File: src/rtl/ball_motion_ctrl.sv
// Pong ball motion: serve, wall bounce, paddle reflect with speed ramp, miss scoring.
// One motion step every TICK_DIV cycles; all outputs registered.
module ball_motion_ctrl #(
   parameter int X_W      = 10,
   parameter int Y_W      = 9,
   parameter int SCREEN_W = 640,
   parameter int SCREEN_H = 480,
   parameter int BALL_SZ  = 8,
   parameter int TICK_DIV = 4,
   parameter int SPD_INIT = 1,
   parameter int SPD_MAX  = 4,
   parameter int HOLD_CYC = 8
) (
   input  logic           clk,
   input  logic           reset,
   input  logic           serve,
   input  logic           paddle_l_hit,
   input  logic           paddle_r_hit,
   output logic [X_W-1:0] ball_x,
   output logic [Y_W-1:0] ball_y,
   output logic           x_dir,
   output logic           y_dir,
   output logic [2:0]     speed,
   output logic           score_l,
   output logic           score_r,
   output logic [1:0]     state
);

   localparam int CX   = (SCREEN_W - BALL_SZ) / 2;
   localparam int CY   = (SCREEN_H - BALL_SZ) / 2;
   localparam int XMAX = SCREEN_W - BALL_SZ;
   localparam int YMAX = SCREEN_H - BALL_SZ;
   localparam int TW   = $clog2(TICK_DIV);
   localparam int HW   = (HOLD_CYC > 1) ? $clog2(HOLD_CYC) : 1;

   typedef enum logic [1:0] {S_IDLE = 2'd0, S_MOVE = 2'd1, S_SCORED = 2'd2} state_t;

   state_t         state_q, state_d;
   logic [X_W-1:0] ball_x_q, ball_x_d;
   logic [Y_W-1:0] ball_y_q, ball_y_d;
   logic           x_dir_q, x_dir_d, y_dir_q, y_dir_d;
   logic [2:0]     speed_q, speed_d;
   logic           score_l_q, score_l_d, score_r_q, score_r_d;
   logic [TW-1:0]  tick_q, tick_d;
   logic [HW-1:0]  hold_q, hold_d;
   logic           lat_l_q, lat_l_d, lat_r_q, lat_r_d;

   // Position math carries one spare bit so sums never wrap before clamping
   logic [X_W:0] x_ext, spd_x, inc_x, x_plus;
   logic [Y_W:0] y_ext, spd_y, y_plus;
   logic [2:0]   spd_inc;
   logic         eff_l, eff_r, hit;

   always_comb begin
      spd_inc = (speed_q >= 3'(SPD_MAX)) ? 3'(SPD_MAX) : speed_q + 3'd1;
      x_ext   = {1'b0, ball_x_q};
      spd_x   = (X_W+1)'(speed_q);
      inc_x   = (X_W+1)'(spd_inc);
      x_plus  = x_ext + spd_x;
      y_ext   = {1'b0, ball_y_q};
      spd_y   = (Y_W+1)'(speed_q);
      y_plus  = y_ext + spd_y;
      // Only the paddle the ball is travelling toward can return it
      eff_l   = (lat_l_q | paddle_l_hit) & ~x_dir_q;
      eff_r   = (lat_r_q | paddle_r_hit) & x_dir_q;
      hit     = eff_l | eff_r;
   end

   always_comb begin
      state_d   = state_q;
      ball_x_d  = ball_x_q;
      ball_y_d  = ball_y_q;
      x_dir_d   = x_dir_q;
      y_dir_d   = y_dir_q;
      speed_d   = speed_q;
      score_l_d = 1'b0;
      score_r_d = 1'b0;
      tick_d    = tick_q;
      hold_d    = hold_q;
      lat_l_d   = 1'b0;
      lat_r_d   = 1'b0;
      case (state_q)
         S_IDLE: begin
            ball_x_d = X_W'(CX);
            ball_y_d = Y_W'(CY);
            speed_d  = 3'(SPD_INIT);
            tick_d   = '0;
            hold_d   = '0;
            if (serve) state_d = S_MOVE;
         end
         S_MOVE: begin
            lat_l_d = lat_l_q | paddle_l_hit;
            lat_r_d = lat_r_q | paddle_r_hit;
            if (tick_q == TW'(TICK_DIV - 1)) begin
               tick_d  = '0;
               lat_l_d = 1'b0;
               lat_r_d = 1'b0;
               if (y_dir_q) begin
                  if (y_plus >= (Y_W+1)'(YMAX)) begin
                     ball_y_d = Y_W'(YMAX);
                     y_dir_d  = 1'b0;
                  end else begin
                     ball_y_d = Y_W'(y_plus);
                  end
               end else if (y_ext <= spd_y) begin
                  ball_y_d = '0;
                  y_dir_d  = 1'b1;
               end else begin
                  ball_y_d = Y_W'(y_ext - spd_y);
               end
               if (hit) begin
                  x_dir_d = ~x_dir_q;
                  speed_d = spd_inc;
                  if (x_dir_q) begin
                     ball_x_d = (x_ext <= inc_x) ? '0 : X_W'(x_ext - inc_x);
                  end else begin
                     ball_x_d = (x_ext + inc_x >= (X_W+1)'(XMAX)) ? X_W'(XMAX)
                                                                  : X_W'(x_ext + inc_x);
                  end
               end else if (x_dir_q && x_plus >= (X_W+1)'(XMAX)) begin
                  ball_x_d  = X_W'(XMAX);
                  score_l_d = 1'b1;
                  hold_d    = '0;
                  state_d   = S_SCORED;
               end else if (!x_dir_q && x_ext <= spd_x) begin
                  ball_x_d  = '0;
                  score_r_d = 1'b1;
                  hold_d    = '0;
                  state_d   = S_SCORED;
               end else begin
                  ball_x_d = x_dir_q ? X_W'(x_plus) : X_W'(x_ext - spd_x);
               end
            end else begin
               tick_d = tick_q + TW'(1);
            end
         end
         S_SCORED: begin
            if (hold_q == HW'(HOLD_CYC - 1)) begin
               // x_dir is left untouched: it still points at the side that conceded
               state_d  = S_IDLE;
               ball_x_d = X_W'(CX);
               ball_y_d = Y_W'(CY);
               speed_d  = 3'(SPD_INIT);
               hold_d   = '0;
            end else begin
               hold_d = hold_q + HW'(1);
            end
         end
         default: state_d = S_IDLE;
      endcase
   end

   always_ff @(posedge clk or posedge reset) begin
      if (reset) begin
         state_q   <= S_IDLE;
         ball_x_q  <= X_W'(CX);
         ball_y_q  <= Y_W'(CY);
         x_dir_q   <= 1'b1;
         y_dir_q   <= 1'b1;
         speed_q   <= 3'(SPD_INIT);
         score_l_q <= 1'b0;
         score_r_q <= 1'b0;
         tick_q    <= '0;
         hold_q    <= '0;
         lat_l_q   <= 1'b0;
         lat_r_q   <= 1'b0;
      end else begin
         state_q   <= state_d;
         ball_x_q  <= ball_x_d;
         ball_y_q  <= ball_y_d;
         x_dir_q   <= x_dir_d;
         y_dir_q   <= y_dir_d;
         speed_q   <= speed_d;
         score_l_q <= score_l_d;
         score_r_q <= score_r_d;
         tick_q    <= tick_d;
         hold_q    <= hold_d;
         lat_l_q   <= lat_l_d;
         lat_r_q   <= lat_r_d;
      end
   end

   assign ball_x  = ball_x_q;
   assign ball_y  = ball_y_q;
   assign x_dir   = x_dir_q;
   assign y_dir   = y_dir_q;
   assign speed   = speed_q;
   assign score_l = score_l_q;
   assign score_r = score_r_q;
   assign state   = state_q;

endmodule

File: config.mk
export PLATFORM = sky130hd
export DESIGN_NAME = ball_motion_ctrl
export DESIGN_NICKNAME = d
export VERILOG_FILES = /design/src/rtl/ball_motion_ctrl.sv
export SDC_FILE = /design/constraint.sdc
export NUM_CORES = 1
export LEC_CHECK = 0
export BUFFER_PORTS_ARGS = -buffer_cell sky130_fd_sc_hd__buf_2
export CORE_UTILIZATION = 30
export DETAILED_ROUTE_END_ITERATION = 6
export HOLD_SLACK_MARGIN = 0.15
export PLACE_DENSITY_LB_ADDON = 0.08
export SLEW_MARGIN = 40
export SYNTH_ARGS = -nofsm -noshare
export SYNTH_HDL_FRONTEND = slang
export SYNTH_SLANG_ARGS = --single-unit
File: constraint.sdc
create_clock -name clk -period 4.2 [get_ports clk]
set_input_delay 0.42 -clock clk [delete_from_list [all_inputs] [get_ports clk]]
set_output_delay 0.42 -clock clk [all_outputs]
set_load 0.1 [all_outputs]
==> results of run 1 <==
-- layer usage --
metal  vias to the layer above  global-route usage  share of wire
li1                       1776                   -              -
met1                      1802               0.292           0.48
met4                         0              0.0588          0.017
met3                        15              0.0343          0.061
met5                         -                   0              0
met2                       147               0.300           0.44
-- layout make-up --
class	instances	area (um2)	share of cell area
clock buffer	8	156	0.0375
antenna	1	2.50	0.000601
multi-input combinational	388	2600	0.624
sequential	35	892	0.214
timing repair buffer	42	235	0.0565
inverter	26	97.6	0.0234
tap	147	184	0.0442
-- synth_stat cells (7+ instances only) --
| master | instances | share of area |
|---|---|---|
| dfrtp_1 | 22 | 0.15 |
| xnor2_1 | 12 | 0.028 |
| a211oi_1 | 9 | 0.018 |
| nand3_1 | 12 | 0.016 |
| inv_1 | 25 | 0.025 |
| o21ai_0 | 25 | 0.034 |
| clkbuf_1 | 21 | 0.021 |
| nand2b_1 | 10 | 0.017 |
| dfstp_2 | 13 | 0.092 |
| a31oi_1 | 8 | 0.014 |
| ha_1 | 23 | 0.078 |
| nand2_1 | 52 | 0.053 |
| nor4_1 | 8 | 0.014 |
| o31ai_1 | 7 | 0.014 |
| nor3_1 | 26 | 0.035 |
| a21oi_1 | 33 | 0.045 |
| mux2i_1 | 7 | 0.019 |
| nor2_1 | 50 | 0.051 |
-- final timing paths --
path,start,end,slack (ps),depth (start not counted)
max in group asynchronous,reset,ball_x[5],3570,3
setup reg to reg,speed[1],ball_x[0],480,12
hold reg to reg,tick_q[0],tick_q[0],490,1
hold / removal,reset,tick_q[0],250,3
min in group clk,serve,state[0],390,3
setup / recovery,speed[1],ball_x[0],480,12
-- per-stage QoR --
step | area (um2) | std cells
after floorplan | 3690 | 476
after global placement | 4000 | 638
after detailed placement | 4000 | 638
after CTS | 4160 | 646
after global routing | 4160 | 646
final | 4170 | 647
-- worst max-delay path, cell delays in order (launching register included) --
cell and delay (ps):
dfrtp_1 440, inv_1 300, ha_1 300, nand2_1 150, inv_1 100, fa_1 510, or4_1 530, a21oi_1 240
a211oi_1 100, a21oi_1 260, o21a_1 290, nor3_1 90, a211o_1 290
-- flip-flops by register name, summed over array words and instances (netlist names), 2 cells and up --
name    flops
ball_y      9
state       2
hold_q      3
speed       3
ball_x     10
tick_q      2
-- report_power, final --
group,leakage (uW),internal [uW],switching [uW],total (uW)
sequential,0.000422,471,209,680
combinational,0.00116,770,1800,2570
clock,0.0000772,253,146,399
-- cells by family (layout without fill, tap and decap cells) --
group / after synthesis / count (layout) / synth area share
simple gates: 193 / 193 / 0.251
compound gates: 144 / 144 / 0.285
buf+inv: 53 / 76 / 0.0569
flops: 35 / 35 / 0.242
fa+ha+maj: 29 / 29 / 0.110
xor+xnor: 15 / 15 / 0.0356
mux: 7 / 7 / 0.0190
other cells: 0 / 1 / 0
==> summary.md, run 1 <==
| Metric | Value |
|---|---|
| Final ANT Viol Nets | 0 |
| Area delta synth->final | 12.8% |
| Dpl ws | 539 ps |
| Max transition margin | 0.498 |
| Fraction of layout cells with a size suffix above 1 | 0.160 |
| Most common cell after layout, fill and taps aside | nand2_1 |
| Starting Density | 0.307 |
| Seq/Total Area, Yosys | 0.242 |
| Status | finished clean |
| Cells after synthesis | 476 |
| Average cell area after synthesis | 7.76 um2 |
| Post-synth top flop | dfrtp_1 |
| TritonRoute pass-1 iters | 7 |
| Worst-Margin Slew | 749 ps |
| Port bufs | 32 |
| DRC | 0 |
| Crit end category | flip-flop |
| Largest buffer count on any clock path | 2 |
| DR WL/cell | 19.1 um |
| Fill count | 1260 |
| Crit start category | flip-flop |
| Syn nets | 510 |
| Die H | 113 um |
| Detailed Route Iter0 Violations | 330 |
| Grt total ovfl | 0 |
| Die area | 12800 um2 |
| Peak supply drop | 0.319 mV |
| PwrDens | 876 nW/um2 |
| Endpoints failing setup | 0 |
| Post-CTS sizing | 0 |
| Vias in the first global route | 3509 |
| Max-slew violation count | 0 |
| Library cells used by synthesis | 69 |
| Kind of critical path | reg2reg |
| Largest net degree at the start of global routing | 36 |
| Core Footprint | 12000 um2 |
| Static Leakage | 0.00166 uW |
| Register bit total from synthesis | 35 |
| Hold WC Path Type | in2async |
| Post-Route Hold Slack | 254 ps |
| Hold buffers post-CTS | 0 |
| Setup WS post-layout | 477 ps |
| Critical Path AT | 3880 ps |
| Clk sinks | 35 |
| Syn Std Cell Area | 3690 um2 |
| RSZ-0062 raised after global routing | false |
| Fmax | 0.269 GHz |
| Worst skew pair latency | 280 ps |
| HPWL after detailed placement | 9130 um |
| Initial antenna violation count | 1 |
| Vias per cell | 5.78 |
| Nets | 532 |
| Tot GR Track Use | 0.200 |
| Site Rows | 40 |
| Root Buffer | clkbuf_16 |
| Postcts setup bufs | 0 |
| Fin crit period | 3720 ps |
| Post-synth EDFFs | 0 |
| Setup TNS Final | 0 ps |
| Worst-path fanout max | 7 |
| CTS tree | built |
| Period utilization | 0.886 |
| Data required, critical path | 4360 ps |
| Routed vias | 3740 |
| WL final | 12300 um |
| Htree depth | 2 |
| Die W | 113 um |
| First-pass GRT wire length | 19800 um |
| Hold Vio Cnt, Final | 0 |
| Final core area utilization | 0.347 |
| Asr flop ratio synth | 1.00 |
| Synth warnings | 0 |
| Total of max-cap violations | 0 |
| CTS Buf Count | 5 |
| Commonest non-fill, non-tap cells in the layout | nand2_1 (52), nor2_1 (50), a21oi_1 (33) |
| I/O pin cnt | 33 |
| Clk slew on worst S/H paths | 60 ps |
| PnR Total Power | 3650 uW |
| Gp weighted congestion | 0.866 |
| Worst clock skew | 4.62 ps |
Note: power is estimated with default switching activity, not from simulation.
==> run 2: changes to the inputs <==
Settings changed: CORE_UTILIZATION 30 to 56.
==> summary.md, run 2 (synthesis results as in run 1) <==
| Metric | Value |
|---|---|
| DRC | 0 (unchanged) |
| Worst-path fanout max | 7 (unchanged) |
| Fin crit period | 3700 ps (-27.7 ps) |
| Worst-Margin Slew | 762 ps (+13.4 ps) |
| Largest net degree at the start of global routing | 36 (unchanged) |
| Largest buffer count on any clock path | 2 (unchanged) |
| Vias in the first global route | 3465 (-1.3%) |
| TritonRoute pass-1 iters | 5 (-2) |
| Endpoints failing setup | 0 (unchanged) |
| Diodes inserted | 0 (-1) |
| Die H | 83.2 um (-26%) |
| CP max stage cell | or4_1 |
| Hold Vio Cnt, Final | 0 (unchanged) |
| Worst r2r path cells | 12 (unchanged) |
| CTS tree | built |
| Tot GR Track Use | 0.313 (+0.113) |
| Crit-path cells | inv_1, ha_1, nand2_1, inv_1, fa_1, or4_1, a21oi_1, a211oi_1, a21oi_1, o21a_1, nor3_1, a211o_1 |
| Crit Reg-Reg Startpoint | speed[1] |
| PwrDens | 874 nW/um2 (-0.17%) |
| Crit start category | flip-flop |
| Critical path's largest stage delay | 530 ps (about the same) |
| Clk sinks | 35 (unchanged) |
| RSZ-0062 raised after global routing | false |
| Reg area | 892 um2 (unchanged) |
| Fmax | 0.271 GHz (+0.75%) |
| Final ANT Viol Nets | 0 (unchanged) |
| Hold WC Path Type | in2async |
| Commonest non-fill, non-tap cells in the layout | nand2_1 (52), nor2_1 (50), a21oi_1 (33) |
| Clk slew on worst S/H paths | 80 ps (+20 ps) |
| Htree depth | 2 (unchanged) |
| Initial antenna violation count | 0 (-1) |
| Detailed Route Iter0 Violations | 452 (+37%) |
| Post-CTS sizing | 0 (unchanged) |
| Dpl cell area | 3870 um2 (-3.3%) |
| Postcts setup bufs | 0 (unchanged) |
| Most common cell after layout, fill and taps aside | nand2_1 |
| Multi-input gate area | 2590 um2 (-0.24%) |
| I/O pin cnt | 33 (unchanged) |
| Total of max-cap violations | 0 (unchanged) |
| Site Rows | 29 (-28%) |
| Kind of critical path | reg2reg |
| Final core area utilization | 0.631 (+0.284) |
| CTS Buf Count | 5 (unchanged) |
| PnR Total Power | 3500 uW (-4.0%) |
| Setup TNS Final | 0 ps (unchanged) |
| Max FFs per register | 10 (unchanged) |
| Routed vias | 3746 (+0.16%) |
| Grt total ovfl | 0 (unchanged) |
| HPWL after detailed placement | 7750 um (-15%) |
| Max-slew violation count | 0 (unchanged) |
| Port bufs | 32 (unchanged) |
| Root Buffer | clkbuf_8 |
| First-pass GRT wire length | 17600 um (-11%) |
| Period utilization | 0.880 (-0.00661) |
| Data required, critical path | 4370 ps (about the same) |
| Peak supply drop | 0.765 mV (+140%) |
| Core Footprint | 6350 um2 (-47%) |
| Die area | 6920 um2 (-46%) |
| Status | finished clean |
| Fill count | 563 (-55%) |
| Static Leakage | 0.00161 uW (-2.6%) |
| Critical Path AT | 3870 ps (about the same) |
| Vias per cell | 6.57 (+14%) |
| Hold buffers post-CTS | 0 (unchanged) |
| Worst skew pair latency | 290 ps (about the same) |
| Nets | 526 (-1.1%) |
| Gp weighted congestion | 0.948 (+9.4%) |
| Crit end category | flip-flop |
| Reg2Reg Setup Slack | 500 ps (+30 ps) |
| Die W | 83.2 um (-26%) |
| Fraction of layout cells with a size suffix above 1 | 0.148 (-0.0122) |
| Worst clock skew | 9.94 ps (+5.31 ps) |
| FF-to-FF End | ball_x[0] |
| DR WL/cell | 18.2 um (-4.6%) |
| Starting Density | 0.582 (+0.274) |
| Max transition margin | 0.492 (-0.00594) |
| Post-route cell area | 4000 um2 (-3.9%) |
| WL final | 10400 um (-16%) |
| Area delta synth->final | 8.40% |
run 2: cell types whose count changed in the layout (fill, tap and decap cells not counted), sizes merged:
cell | previous run | this run
buf | 42 | 36
clkbuf | 8 | 5
bufinv | 0 | 2
clkinvlp | 0 | 1
diode | 1 | 0
run 2: how the worst max path moves through the flow:
stage	from	to	slack, ps	cells after the start
after global routing	speed[1]	ball_x[0]	270	12
after global placement	speed[1]	ball_x[0]	670	12
after detailed placement	speed[1]	ball_x[0]	560	12
after CTS	speed[1]	ball_x[0]	540	12
after floorplan	speed[1]	ball_x[7]	140	12
final	speed[1]	ball_x[0]	500	12
run 2: worst max-delay path: cells and delay by family (launching register included):
family	cells	cell delay, ps
fa+ha+maj	2	800
flops	1	440
buf+inv	2	400
compound gates	5	1140
simple gates	3	790
run 2: per-stage QoR:
step                      cells  setup WS (ps)  hold WS [ps]
final                       570            505           207
after CTS                   570            536           226
after floorplan             476            141           457
after detailed placement    562            564           479
after global routing        570            274           252
after global placement      562            667           471
run 2: per-layer routing:
| layer | track usage | vias to the layer above | wire [um] |
|---|---|---|---|
| li1 | - | 1773 | - |
| met1 | 0.469 | 1742 | 4770 |
| met2 | 0.466 | 205 | 4390 |
| met3 | 0.0606 | 26 | 1010 |
| met4 | 0.0627 | 0 | 199 |
| met5 | 0 | - | 0 |
run 2: layout make-up:
type,instances,share of cell area
Inverter,26,0.0244
Clock inverter,3,0.0169
Multi-Input combinational cell,388,0.647
Sequential cell,35,0.223
Tap cell,77,0.0241
Clock buffer,5,0.0172
Timing Repair Buffer,36,0.0475
run 2: report_power, final:
part           internal [uW]  switching [uW]
clock network            237             136
logic                    731            1660
registers                471             263
total                   1440            2060
==> run 3: changes to the inputs <==
Settings changed: ABC_AREA from default to 1.
==> summary.md, run 3 <==
| Metric | Value |
|---|---|
| Status | finished clean |
| Seq/Total Area, Yosys | 0.242 (+0.000246) |
| Post-Route Hold Slack | 234 ps (+27.4 ps) |
| Clk slew on worst S/H paths | 70 ps (about the same) |
| Gp weighted congestion | 0.981 (+3.5%) |
| Commonest cells in the netlist | nand2_1 (157), inv_1 (70), nor2_1 (61) |
| Commonest non-fill, non-tap cells in the layout | nand2_1 (157), inv_1 (70), nor2_1 (61) |
| Post-synth EDFFs | 0 (unchanged) |
| Fmax | 0.321 GHz (+19%) |
| Fraction of layout cells with a size suffix above 1 | 0.144 (-0.00376) |
| Synth warnings | 0 (unchanged) |
| Static Leakage | 0.00211 uW (+31%) |
| DRC | 0 (unchanged) |
| Syn Std Cell Area | 3690 um2 (-0.10%) |
| Die H | 83.2 um (about the same) |
| Nets | 622 (+18%) |
| CTS Buf Count | 5 (unchanged) |
| Yosys top cell by area | nand2_1 |
| Kind of critical path | reg2reg |
| Library cells used by synthesis | 39 (-43%) |
| Fill count | 640 (+14%) |
| Max FFs per register | 10 (unchanged) |
| Final core area utilization | 0.617 (-0.0134) |
| Final ANT Viol Nets | 0 (unchanged) |
| Clk sinks | 35 (unchanged) |
| Crit start category | flip-flop |
| Clock Power Share | 0.078 (-0.029) |
| Die W | 83.2 um (about the same) |
| Critical Path AT | 3280 ps (-590 ps) |
| Switching Fraction | 0.632 (+0.0426) |
| Sw Pwr | 1940 uW (-5.9%) |
| Starting Density | 0.581 (-0.000591) |
| Post-synth top flop | dfrtp_1 |
| Hold WC Path Type | in2async |
| Worst-Margin Slew | 786 ps (+24.2 ps) |
| Htree depth | 2 (unchanged) |
| Fin crit period | 3120 ps (-577 ps) |
| I/O pin cnt | 33 (unchanged) |
| Multi-input gate area | 2390 um2 (-7.8%) |
| Data required, critical path | 4360 ps (about the same) |
| Non-filler instance count after layout | 666 (+17%) |
| Combinational share of power | 0.697 (+0.013) |
| Flop pwr share | 0.226 (+0.017) |
| Cells after synthesis | 566 (+19%) |
| Detailed Route Iter0 Violations | 219 (-52%) |
| Area delta synth->final | 6.21% |
| Initial antenna violation count | 0 (unchanged) |
| Port bufs | 32 (unchanged) |
| Peak supply drop | 0.407 mV (-47%) |
| PwrDens | 784 nW/um2 (-10%) |
| Postcts setup bufs | 0 (unchanged) |
| Worst skew pair latency | 280 ps (about the same) |
| HPWL after detailed placement | 7620 um (-1.6%) |
| Routed vias | 3749 (+0.080%) |
| Vias in the first global route | 3627 (+4.7%) |
| Site Rows | 29 (unchanged) |
| Worst clock skew | 4.08 ps (-5.86 ps) |
| WL final | 9900 um (-4.6%) |
| Diodes inserted | 0 (unchanged) |
| Period utilization | 0.742 (-0.137) |
| Area contributors post-synth | nand2_1 (16%), dfrtp_1 (15%), dfstp_2 (9.3%) |
| Hold Vio Cnt, Final | 0 (unchanged) |
| Internal power | 1130 uW (-21%) |
| Register bit total from synthesis | 35 (unchanged) |
| Root Buffer | clkbuf_8 |
| Max transition margin | 0.475 (-0.0167) |
| Hold buffers post-CTS | 0 (unchanged) |
| Asr flop ratio synth | 1.00 (unchanged) |
| Tot GR Track Use | 0.300 (-0.0127) |
| First-pass GRT wire length | 16800 um (-4.1%) |
| TritonRoute pass-1 iters | 5 (unchanged) |
| DP Cell Count | 658 (+17%) |
| Vias per cell | 5.63 (-14%) |
| Most common cell after layout, fill and taps aside | nand2_1 |
| RSZ-0062 raised after global routing | false |
| DR WL/cell | 14.9 um (-18%) |
| Most common cell in the netlist | nand2_1 |
| Syn nets | 600 (+18%) |
| Reg area | 892 um2 (unchanged) |
| Die area | 6920 um2 (-0.11%) |
| Post-CTS sizing | 0 (unchanged) |
| Yosys top cell area share | 0.160 (+0.0107) |
| Worst r2r path cells | 16 (+4) |
| Average cell area after synthesis | 6.52 um2 (-16%) |
| Largest buffer count on any clock path | 2 (unchanged) |
| Max-slew violation count | 0 (unchanged) |
| Endpoints failing setup | 0 (unchanged) |
| Core Footprint | 6350 um2 (unchanged) |
| Crit end category | flip-flop |
| Setup TNS Final | 0 ps (unchanged) |
| Worst-path fanout max | 8 (+1) |
| Grt total ovfl | 0 (unchanged) |
| Total of max-cap violations | 0 (unchanged) |
| Largest net degree at the start of global routing | 36 (unchanged) |
| CTS tree | built |
## run 3: changes by cell type after synthesis, moves of 11 or more
cell / change
nand2_1: +105
inv_1: +45
nand3_1: +32
clkbuf_1: -18
xor2_1: +18
nor3_1: -16
xnor2_1: -12
nor2_1: +11
## run 3: logic make-up (layout without fill, tap and decap cells)
logic type,count (synthesis),after routing,share of synthesized area
flip-flops,35,35,0.242
XOR/XNOR,21,21,0.0498
adder cells (fa/ha/maj),29,29,0.111
buffers and inverters,95,118,0.111
AND/OR/NAND/NOR,306,306,0.363
AO/OA/AOI/OAI,80,80,0.124
## run 3: cell type report
cell class | instances | share of cell area
clock buffer | 6 | 0.0185
clock inverter | 2 | 0.00319
inverter | 77 | 0.0738
multi-input combinational | 436 | 0.610
sequential | 35 | 0.228
tap | 77 | 0.0246
timing repair buffer | 33 | 0.0428
## run 3: final timing paths
check,from,end,slack [ps]
max in group asynchronous,reset,speed[0],3620
worst min register to register,hold_q[2],hold_q[2],480
worst min-delay path,reset,hold_q[2],230
min in group clk,paddle_r_hit,lat_r_q,390
worst max-delay path,speed[1],ball_x[0],1080
worst max register to register,speed[1],ball_x[0],1080
## run 3: metrics by stage
| stage | setup slack [ps] | cell area (um2) | power [uW] |
|---|---|---|---|
| 4_1_cts | 1120 | 3920 | 3050 |
| 2_1_floorplan | 768 | 3690 | 2390 |
| 3_3_place_gp | 1250 | 3830 | 2780 |
| 6_report | 1080 | 3920 | 3070 |
| 3_5_place_dp | 1140 | 3830 | 2800 |
| 5_1_grt | 817 | 3920 | 3330 |
## run 3: power by group through the flow
| stage | clock network (uW) | registers [uW] | logic [uW] |
|---|---|---|---|
| floorplan | 0 | 1040 | 1350 |
| global placement | 0 | 686 | 2090 |
| detailed placement | 0 | 693 | 2110 |
| CTS | 246 | 688 | 2120 |
| global route | 260 | 712 | 2360 |
| finish | 238 | 693 | 2140 |
## run 3: critical path, cell delays in order (launching register included)
cell	delay (ps)
dfrtp_1	440
inv_1	340
ha_1	310
nand2_1	160
inv_1	100
fa_1	440
nand2_1	110
nand2_1	80
nand3_1	90
xor2_1	210
nand3_1	130
inv_1	70
nand2_1	60
nand2_1	70
nand2_2	90
a21oi_1	210
a21oi_1	90
## run 3: layer usage
layer,GRT usage,share of wire,vias up
met2,0.502,0.47,130
met4,0.144,0.034,0
met1,0.391,0.44,1728
li1,-,-,1863
met5,0,0,-
met3,0.0268,0.051,28
